===== src/rtl/mrx_sym_accum.sv =====
// mrx_sym_accum: receive-side symbol integrator.
// Sums every NSIG accepted {Q,I} samples into one complex result, scales it by
// OUT_SHIFT and narrows it to OUT_WIDTH, and emits it with the symbol index,
// a frame-end flag and a frame-sync flag.
// Optional build macro: MRX_SAT_EN -- saturating narrowing (default: wrap).
// Ports:
//   clk, reset          clock, synchronous active-high reset
//   srst                soft realign, same effect as reset
//   in_tdata/tvalid/    input stream, {Q,I} signed samples; in_tready is low
//   tready/tlast        only during reset/srst; in_tlast marks frame end
//   out_tdata/tvalid/   result stream {Q_sum,I_sum}; out_tlast marks the last
//   tready/tlast        symbol of a frame
//   out_symb            symbol index of the held result
//   sync_ready          frame counter is all ones
//   overflow            sticky, a result was dropped under backpressure
//   align_err           sticky, in_tlast seen off the frame boundary
module mrx_sym_accum #(
    parameter int unsigned IQ_WIDTH     = 16,
    parameter int unsigned ACC_WIDTH    = 40,
    parameter int unsigned OUT_WIDTH    = 32,
    parameter int unsigned OUT_SHIFT    = 8,
    parameter int unsigned NSIG_WIDTH   = 24,
    parameter int unsigned NSIG         = 40960,
    parameter int unsigned NSYMB_WIDTH  = 16,
    parameter int unsigned NSYMB        = 512,
    parameter int unsigned RX_SYNC_BITS = 3
) (
    input  logic                     clk,
    input  logic                     reset,
    input  logic                     srst,
    input  logic [2*IQ_WIDTH-1:0]    in_tdata,
    input  logic                     in_tvalid,
    output logic                     in_tready,
    input  logic                     in_tlast,
    output logic [2*OUT_WIDTH-1:0]   out_tdata,
    output logic                     out_tvalid,
    input  logic                     out_tready,
    output logic                     out_tlast,
    output logic [NSYMB_WIDTH-1:0]   out_symb,
    output logic                     sync_ready,
    output logic                     overflow,
    output logic                     align_err
);

    localparam int unsigned EXT_W = ACC_WIDTH - IQ_WIDTH;

    logic [NSIG_WIDTH-1:0]          scount_q, scount_d;
    logic [NSYMB_WIDTH-1:0]         symb_q, symb_d;
    logic [RX_SYNC_BITS-1:0]        frame_q, frame_d;
    logic signed [ACC_WIDTH-1:0]    acc_i_q, acc_i_d, acc_q_q, acc_q_d;
    logic                           ovalid_q, ovalid_d;
    logic [2*OUT_WIDTH-1:0]         odata_q, odata_d;
    logic                           olast_q, olast_d;
    logic [NSYMB_WIDTH-1:0]         osymb_q, osymb_d;
    logic                           ovf_q, ovf_d;
    logic                           aerr_q, aerr_d;

    logic                           rst_any;
    logic                           accept;
    logic                           first_samp, last_samp, last_symb, misalign;
    logic signed [ACC_WIDTH-1:0]    samp_i, samp_q, sum_i, sum_q, scl_i, scl_q;

    // Narrow a scaled sum to the output width (saturating or wrapping).
    function automatic logic [OUT_WIDTH-1:0] narrow(input logic signed [ACC_WIDTH-1:0] v);
`ifdef MRX_SAT_EN
        logic [ACC_WIDTH-OUT_WIDTH:0] top;
        top = v[ACC_WIDTH-1:OUT_WIDTH-1];
        if ((&top) || !(|top))
            return OUT_WIDTH'(v);
        else if (v[ACC_WIDTH-1])
            return {1'b1, {(OUT_WIDTH-1){1'b0}}};
        else
            return {1'b0, {(OUT_WIDTH-1){1'b1}}};
`else
        return OUT_WIDTH'(v);
`endif
    endfunction

    assign rst_any    = reset | srst;
    assign in_tready  = ~rst_any;
    assign accept     = in_tvalid & in_tready;

    assign samp_i = {{EXT_W{in_tdata[IQ_WIDTH-1]}}, in_tdata[IQ_WIDTH-1:0]};
    assign samp_q = {{EXT_W{in_tdata[2*IQ_WIDTH-1]}}, in_tdata[2*IQ_WIDTH-1:IQ_WIDTH]};

    assign first_samp = (scount_q == '0);
    assign last_samp  = (scount_q == NSIG_WIDTH'(NSIG - 1));
    assign last_symb  = (symb_q == NSYMB_WIDTH'(NSYMB - 1));
    assign misalign   = in_tlast & ~(last_samp & last_symb);

    // The first sample of a symbol loads the accumulator instead of adding.
    assign sum_i = first_samp ? samp_i : acc_i_q + samp_i;
    assign sum_q = first_samp ? samp_q : acc_q_q + samp_q;
    assign scl_i = sum_i >>> OUT_SHIFT;
    assign scl_q = sum_q >>> OUT_SHIFT;

    // Next-state: symbol/frame counting, accumulation and output hand-off.
    always_comb begin
        scount_d = scount_q;
        symb_d   = symb_q;
        frame_d  = frame_q;
        acc_i_d  = acc_i_q;
        acc_q_d  = acc_q_q;
        ovalid_d = ovalid_q;
        odata_d  = odata_q;
        olast_d  = olast_q;
        osymb_d  = osymb_q;
        ovf_d    = ovf_q;
        aerr_d   = aerr_q;

        if (ovalid_q && out_tready)
            ovalid_d = 1'b0;

        if (accept) begin
            if (misalign) begin
                // Upstream frame marker wins: drop the partial symbol, restart at symbol 0.
                aerr_d   = 1'b1;
                scount_d = '0;
                symb_d   = '0;
                acc_i_d  = '0;
                acc_q_d  = '0;
            end else if (last_samp) begin
                scount_d = '0;
                acc_i_d  = sum_i;
                acc_q_d  = sum_q;
                if (last_symb) begin
                    symb_d  = '0;
                    frame_d = frame_q + RX_SYNC_BITS'(1);
                end else begin
                    symb_d  = symb_q + NSYMB_WIDTH'(1);
                end
                // A held, unaccepted result is kept; the new one is dropped.
                if (!ovalid_q || out_tready) begin
                    ovalid_d = 1'b1;
                    odata_d  = {narrow(scl_q), narrow(scl_i)};
                    olast_d  = last_symb;
                    osymb_d  = symb_q;
                end else begin
                    ovf_d = 1'b1;
                end
            end else begin
                scount_d = scount_q + NSIG_WIDTH'(1);
                acc_i_d  = sum_i;
                acc_q_d  = sum_q;
            end
        end
    end

    // State register with synchronous reset / soft realign.
    always_ff @(posedge clk) begin
        if (rst_any) begin
            scount_q <= '0;
            symb_q   <= '0;
            frame_q  <= '1;
            acc_i_q  <= '0;
            acc_q_q  <= '0;
            ovalid_q <= 1'b0;
            odata_q  <= '0;
            olast_q  <= 1'b0;
            osymb_q  <= '0;
            ovf_q    <= 1'b0;
            aerr_q   <= 1'b0;
        end else begin
            scount_q <= scount_d;
            symb_q   <= symb_d;
            frame_q  <= frame_d;
            acc_i_q  <= acc_i_d;
            acc_q_q  <= acc_q_d;
            ovalid_q <= ovalid_d;
            odata_q  <= odata_d;
            olast_q  <= olast_d;
            osymb_q  <= osymb_d;
            ovf_q    <= ovf_d;
            aerr_q   <= aerr_d;
        end
    end

    assign out_tvalid = ovalid_q;
    assign out_tdata  = odata_q;
    assign out_tlast  = olast_q;
    assign out_symb   = osymb_q;
    assign overflow   = ovf_q;
    assign align_err  = aerr_q;
    assign sync_ready = &frame_q;

endmodule


===== config.mk =====
export PLATFORM = sky130hd
export DESIGN_NAME = mrx_sym_accum
export DESIGN_NICKNAME = d
export VERILOG_FILES = /design/src/rtl/mrx_sym_accum.sv
export SDC_FILE = /design/constraint.sdc
export NUM_CORES = 1
export LEC_CHECK = 0
export ABC_AREA = 1
export BUFFER_PORTS_ARGS = -buffer_cell sky130_fd_sc_hd__buf_4
export CAP_MARGIN = 40
export CORE_MARGIN = 10
export CORE_UTILIZATION = 40
export CTS_BUF_LIST = sky130_fd_sc_hd__clkbuf_8 sky130_fd_sc_hd__clkbuf_16
export CTS_CLUSTER_SIZE = 10
export DETAILED_ROUTE_END_ITERATION = 8
export PLACE_DENSITY = 0.56
export SLEW_MARGIN = 20
export SYNTH_ARGS = -nofsm -noshare
export SYNTH_HDL_FRONTEND = slang
export SYNTH_SLANG_ARGS = --single-unit
export TNS_END_PERCENT = 5

===== constraint.sdc =====
create_clock -name clk -period 1.9 [get_ports clk]
set_input_delay 0.19 -clock clk [delete_from_list [all_inputs] [get_ports clk]]
set_output_delay 0.19 -clock clk [all_outputs]
set_load 0.1 [all_outputs]

== Word-level counts from Yosys, hierarchy flattened ==
Cells that the tools add are included.

* Register bits after elaboration: 207
* Bits in latches: 0
* RAM bits: 0
* ROM bits: 0
* Output and inout port bits: 86
* Logic and storage cells: 51
* Memories kept: 0

* Add/sub/neg operators: 5
* Multiply operators: 0
* Div/mod/pow operators: 0
* $lt $le $gt $ge: 0
* Eq/ne operators: 2
* Shift-type cells: 0
* Muxes and demuxes: 14
* Bitwise operators: 8
* Reductions and logical operators: 11

{| class="wikitable"
|+ Operators with widths
! cell !! count
|-
| 40-bit two-way mux || 4
|-
| 40-bit by 16-bit adder with 40-bit output || 2
|-
| 16-bit two-way mux || 3
|-
| 24-bit two-way mux || 2
|-
| 24-bit by 1-bit adder with 24-bit output (second input constant) || 1
|-
| 24-bit by 16-bit equality test with 1-bit output (second input constant) || 1
|-
| 24-bit logical NOT || 1
|-
| 16-bit by 1-bit adder with 16-bit output (second input constant) || 1
|-
| 16-bit by 9-bit equality test with 1-bit output (second input constant) || 1
|-
| 4-bit AND reduction || 3
|-
| 1-bit two-way mux || 5
|-
| 1-bit NOT || 4
|-
| 2-bit AND reduction || 2
|-
| 3-bit by 1-bit adder with 3-bit output (second input constant) || 1
|-
| 1-bit AND || 3
|-
| 3-bit AND reduction || 1
|-
| 2-bit nonzero test || 1
|-
| 1-bit logical AND || 1
|-
| 1-bit logical NOT || 1
|-
| 1-bit logical OR || 1
|-
| 1-bit bitwise OR || 1
|}

== Logic depth before layout (Yosys ltp) ==
* Depth after elaboration: 6
* Gate-level depth with buffers: 17

== Worst setup path after synthesis ==
OpenSTA, ideal clock, no wires.

* Path type: register -> register
* Start point: register acc_i_q[0]
* End point: register odata_q[16] (netlist: out_tdata[16])
* Library setup time: 0.115 ns
* Arrival: 1.937 ns
* Data required time: 1.785 ns
* Slack: -0.152 ns
* Stages on the path, launching flop included: 18
* Clock period less this slack: 2.052 ns
* Cells stage by stage: dfxtp_1 ha_1 inv_1 fa_1 inv_1 nand3_1 nand3_1 nand2_1 nand2_1 nand2_1 nand2_1 nand2_1 nand2_1 nand2_1 nand3_1 nand2_1 o21ai_0 inv_1

* Longest elaborated chain between the ends: 2

{| class="wikitable"
|+ Ends and longest elaborated chain
! item !! line !! text
|-
| from (decl) || 50 || <nowiki>logic signed [ACC_WIDTH-1:0] acc_i_q, acc_i_d, acc_q_q, acc_q_d;</nowiki>
|-
| from (signal assigned) || 167 || <nowiki>acc_i_q <= acc_i_d;</nowiki>
|-
| 40-bit by 16-bit adder with 40-bit output || 92 || <nowiki>assign sum_i = first_samp ? samp_i : acc_i_q + samp_i;</nowiki>
|-
| 40-bit two-way mux || 92 ||
|-
| to (signal assigned) || 170 || <nowiki>odata_q <= odata_d;</nowiki>
|-
| to (decl) || 52 || <nowiki>logic [2*OUT_WIDTH-1:0] odata_q, odata_d;</nowiki>
|}

Every way passes these cells.
A chain may end at the register's enable or synchronous reset.

== Worst setup path after layout ==
* Start point: register scount_q[0]
* End point: register odata_q[11] (netlist: out_tdata[11])

* Longest elaborated chain between the ends: 6

{| class="wikitable"
|+ Ends and longest elaborated chain
! item !! line !! text
|-
| from (decl) || 47 || <nowiki>logic [NSIG_WIDTH-1:0] scount_q, scount_d;</nowiki>
|-
| from (signal assigned) || 164 || <nowiki>scount_q <= scount_d;</nowiki>
|-
| 24-bit by 16-bit equality test with 1-bit output || 87 || <nowiki>assign last_samp = (scount_q == NSIG_WIDTH'(NSIG - 1));</nowiki>
|-
| 1-bit AND || 89 || <nowiki>assign misalign = in_tlast & ~(last_samp & last_symb);</nowiki>
|-
| 1-bit NOT || 89 ||
|-
| 1-bit AND || 89 ||
|-
| 1-bit NOT (no source line) || -- ||
|-
| 4-bit AND reduction (no source line) || -- ||
|}

Parallel ways exist; a longest one is shown, timed or not.

==> results.md <==
- Die X: about 210 um
- Worst min-delay path category: primary input to flip-flop
- Critical Path Sink: out_tdata[11]
- Clock transition at path regs: approximately 60 ps
- Slew Limit Headroom: 0.679
- Crit path depth: 17
- Crit path DAT: around 2600 ps
- Max VDD drop: between 0.0005 and 0.0006 V
- Synth warn: 0
- F_max: between 400 and 500 MHz
- P_int: 8.15 mW
- Global route overflow: 0
- # nets final: slightly above 3000
- Async S/R FF share, synth: 0
- Worst-path fanout max: 6
- Switching power total: between 2 and 3 mW
- Clk buf depth: 3
- Post-Syn Area: roughly 15000 sq um
- Wl on met1: 25600 um
- TNS Setup: -27380 ps
- Design area: roughly 22000 sq um
- Global-route wire length before repair: 83900 um
- Worst R2R End: out_tdata[11]
- Initial Utilization: 0.408
- Die height: ~210 um
- Switching share of power: 0.265
- Vias per cell: between 4 and 5
- FF+latch count, synth: a little over 200
- Post-route ant nets: 0
- FF-to-FF path depth: 17
- Worst path most repeated cell: nand2_2
- TritonRoute pass-1 iters: 6
- Drt wl/cell: approximately 16 um
- Post-synth cell types: 46
- Share of cells above drive strength 1: 0.303
- CP Buf/Inv Count: 6
- IO Pins: 124
- Sequential cell area fraction in the yosys report: 0.284
- Minimum clock period: roughly 2200 ps
- Vias: between 15000 and 20000
- Sink Count: 207
- Core Region: between 30000 and 40000 sq um
- Slowest cell delay on critical path: roughly 330 ps
- Highest Signal Layer: met4
- Largest net degree at the start of global routing: 73
- Clk network pwr share: 0.460
- Reg power frac: 0.394
- RePlAce Congestion: 0.987
- Clock root buffer: clkbuf_16
- Port Buffers: approximately 120
- Row Count: 69
- Total Wirelength: 54900 um
- Ys flop type: dfxtp_1
- Nature of the critical path endpoint: flip-flop
- Unrepaired setup endpoints after global routing: true
- DR WL met2: 25400 um
- CTS Buf Count: 27
- Pwr Density: between 500 and 600 nW/um^2
- Number of global-route vias before repair: 16000
- WHS Path Cells: 3
- Outcome: finished, violations left
- Setup WS post-layout: -257 ps
- DR iter-0 viols: about 950
- DP HPWL: 39600 um
- Worst skew pair latency: between 500 and 600 ps
- P_leak: approximately 11 nW
- Worst hold margin: about 26 ps
- Failing checks: setup timing
- Gate power share: 0.146
- Antenna violations before repair: 0
- Cell at the slowest stage of the critical path: dfxtp_2
- Reg2reg start: scount_q[0]
- Reg2Reg Setup Slack: -260 ps
- Met3 WL: 2510 um
- CTS tree: done
- Antenna diode count: 0
- CP Cell Sequence: buf_6 > ha_4 > nand2_2 > nor2_1 > nand2_1 > inv_2 > nand2_2 > nor2_4 > nand2_1 > nand2_2 > nand2_4 > clkinv_4 > nand3_4 > buf_12 > buf_12 > o21ai_1 > inv_1
- CP Class: flip-flop to flip-flop
- GRT Total Usage: 0.232
- Final hold violations: 0
- Max-slew violation count: 0
- DRC: 0
- Worst slew pin tran: between 400 and 500 ps
- Start point of the critical path: scount_q[0]
- Syn nets: around 2600
- Setup violators final: between 150 and 200
- Clock Skew: 16.1 ps
- Syn Inst Count: around 2400
- Top cell type's share of synthesized area: 0.284
- Delay-heaviest family, CP: simple AND/OR/NAND/NOR gates
- Tcrit/Tclk final: 1.14
- Area grow syn2layout: 49.4%
- Post-synth EDFFs: 0
- Worst Path Required: ~2300 ps
- Die footprint: around 44000 sq um
- Synth area leader: dfxtp_1
- Placed Area: between 15000 and 20000 sq um
- Max Cap Viol: 0
- Crit start category: flip-flop
- Top cells by area, synth: dfxtp_1 (28%), nand2_1 (20%), inv_1 (10%)
- H-Tree Depth: 1
- Post-Syn Area per Cell: about 6.0 sq um
## placed cells by master (no fill, tap or decap), types with 4 or more instances in the layout
cell type / n
a21oi_1: 142
nor2_2: 28
dfxtp_2: 17
buf_6: 11
nor2_4: 7
ha_1: 40
buf_12: 26
nand3_2: 21
nand3_1: 115
clkbuf_16: 33
or2_2: 8
o211ai_1: 6
xor2_1: 12
dlygate4sd3_1: 7
a211oi_1: 4
nor2_1: 214
nand3b_1: 8
a21oi_2: 63
nor3b_1: 4
clkbuf_8: 7
o21ai_0: 66
nor3_1: 22
inv_2: 11
buf_16: 6
a21oi_4: 7
nor4_1: 5
o21ai_1: 36
buf_4: 447
nand2_1: 696
nand4_1: 14
a22oi_1: 11
inv_1: 395
dfxtp_1: 190
nand2_2: 69
nand2_4: 9
nor3_2: 6
xnor2_1: 38
ha_4: 42
o21ai_2: 39
## kinds of logic after synthesis
group / Yosys count / synth area share
buffers and inverters: 473 / 0.125
adders and majority gates: 85 / 0.0740
muxes: 1 / 0.000687
and+or+nand+nor: 1239 / 0.347
DFF: 207 / 0.284
AOI/OAI and AO/OA: 386 / 0.138
xor gates and xnor gates: 52 / 0.0312
## worst min path at each step
stage,to,slack [ps],start
4_1_cts,acc_q_q[7],5,in_tdata[23]
2_1_floorplan,scount_q[0],280,in_tvalid
3_3_place_gp,scount_q[0],410,in_tvalid
5_1_grt,acc_q_q[1],50,in_tdata[17]
6_report,acc_i_q[2],30,in_tdata[2]
3_5_place_dp,scount_q[0],420,in_tvalid
## tightest hold or removal path, delay by kind of cell
kind	cells	cell delay, ps
AOI/OAI and AO/OA	2	220
buffers and inverters	1	120
## state kept, by name (all words and copies together) (netlist names)
signal	cells
out_tdata	64
acc_i_q	40
acc_q_q	40
scount_q	24
out_symb	16
symb_q	16
frame_q	3
align_err	1
out_tlast	1
out_tvalid	1
overflow	1
## cell usage after synthesis, types with 2 or more instances
| cell | instances |
|---|---|
| inv_1 | 396 |
| nand2_1 | 770 |
| buf_2 | 14 |
| a211oi_1 | 4 |
| nor3_1 | 28 |
| dfxtp_1 | 207 |
| nand4_1 | 14 |
| a31oi_1 | 2 |
| o21ai_1 | 34 |
| xnor2_1 | 40 |
| nand2_2 | 3 |
| and2_1 | 3 |
| nor2_2 | 3 |
| inv_2 | 4 |
| a22oi_1 | 13 |
| buf_6 | 3 |
| nand3b_1 | 8 |
| ha_1 | 83 |
| nor4_1 | 8 |
| clkbuf_1 | 45 |
| fa_1 | 2 |
| o22ai_1 | 3 |
| nor2_1 | 245 |
| o21a_1 | 2 |
| o21bai_1 | 3 |
| o21ai_0 | 107 |
| a21oi_1 | 212 |
| buf_1 | 6 |
| xor2_1 | 12 |
| or2_2 | 8 |
| o211ai_1 | 6 |
| nand3_1 | 138 |
| nor3b_1 | 4 |
## power groups by stage
stage          Sequential, mW  Combinational [mW]  Clock (mW)
2_1_floorplan            4.46               0.675           0
3_3_place_gp             4.46                1.34           0
3_5_place_dp             4.46                1.35           0
4_1_cts                  4.37                1.50        5.20
5_1_grt                  4.37                1.76        5.37
6_report                 4.37                1.62        5.10
## per-layer routing
layer	vias to the layer above	global-route usage
li1	8622	-
met1	7753	0.311
met2	325	0.393
met3	81	0.0220
met4	0	0.0554
met5	-	0
## per-stage QoR
stage          total power, mW  std cells  setup WS (ps)   util
2_1_floorplan             5.14       2443          -47.3      -
3_3_place_gp              5.80       3297           -445  0.522
3_5_place_dp              5.81       3297           -432  0.522
4_1_cts                   11.1       3372           -248  0.579
5_1_grt                   11.5       3385           -374  0.609
6_report                  11.1       3385           -257  0.609
## layout make-up
cell class                      instances  area, sq um
Clock buffer                           34          772
Clock inverter                         10         98.8
Fill cell                            3428        14000
Inverter                              403         1530
Multi-Input combinational cell       1763        10200
Sequential cell                       207         4170
Tap cell                              461          577
Timing Repair Buffer                  507         4460
## what timing repair did
item | in CTS | in global routing
setup endpoints to repair | 201 | 203
cloned | 7 | 9
endpoints found under the hold margin | 7 | 0
gates resized for setup | 163 | 230
buffers inserted | 17 | 4
hold buffers | 7 | 0
pin swaps | 39 | 57
No activity file was read; power rests on OpenSTA's default activity.
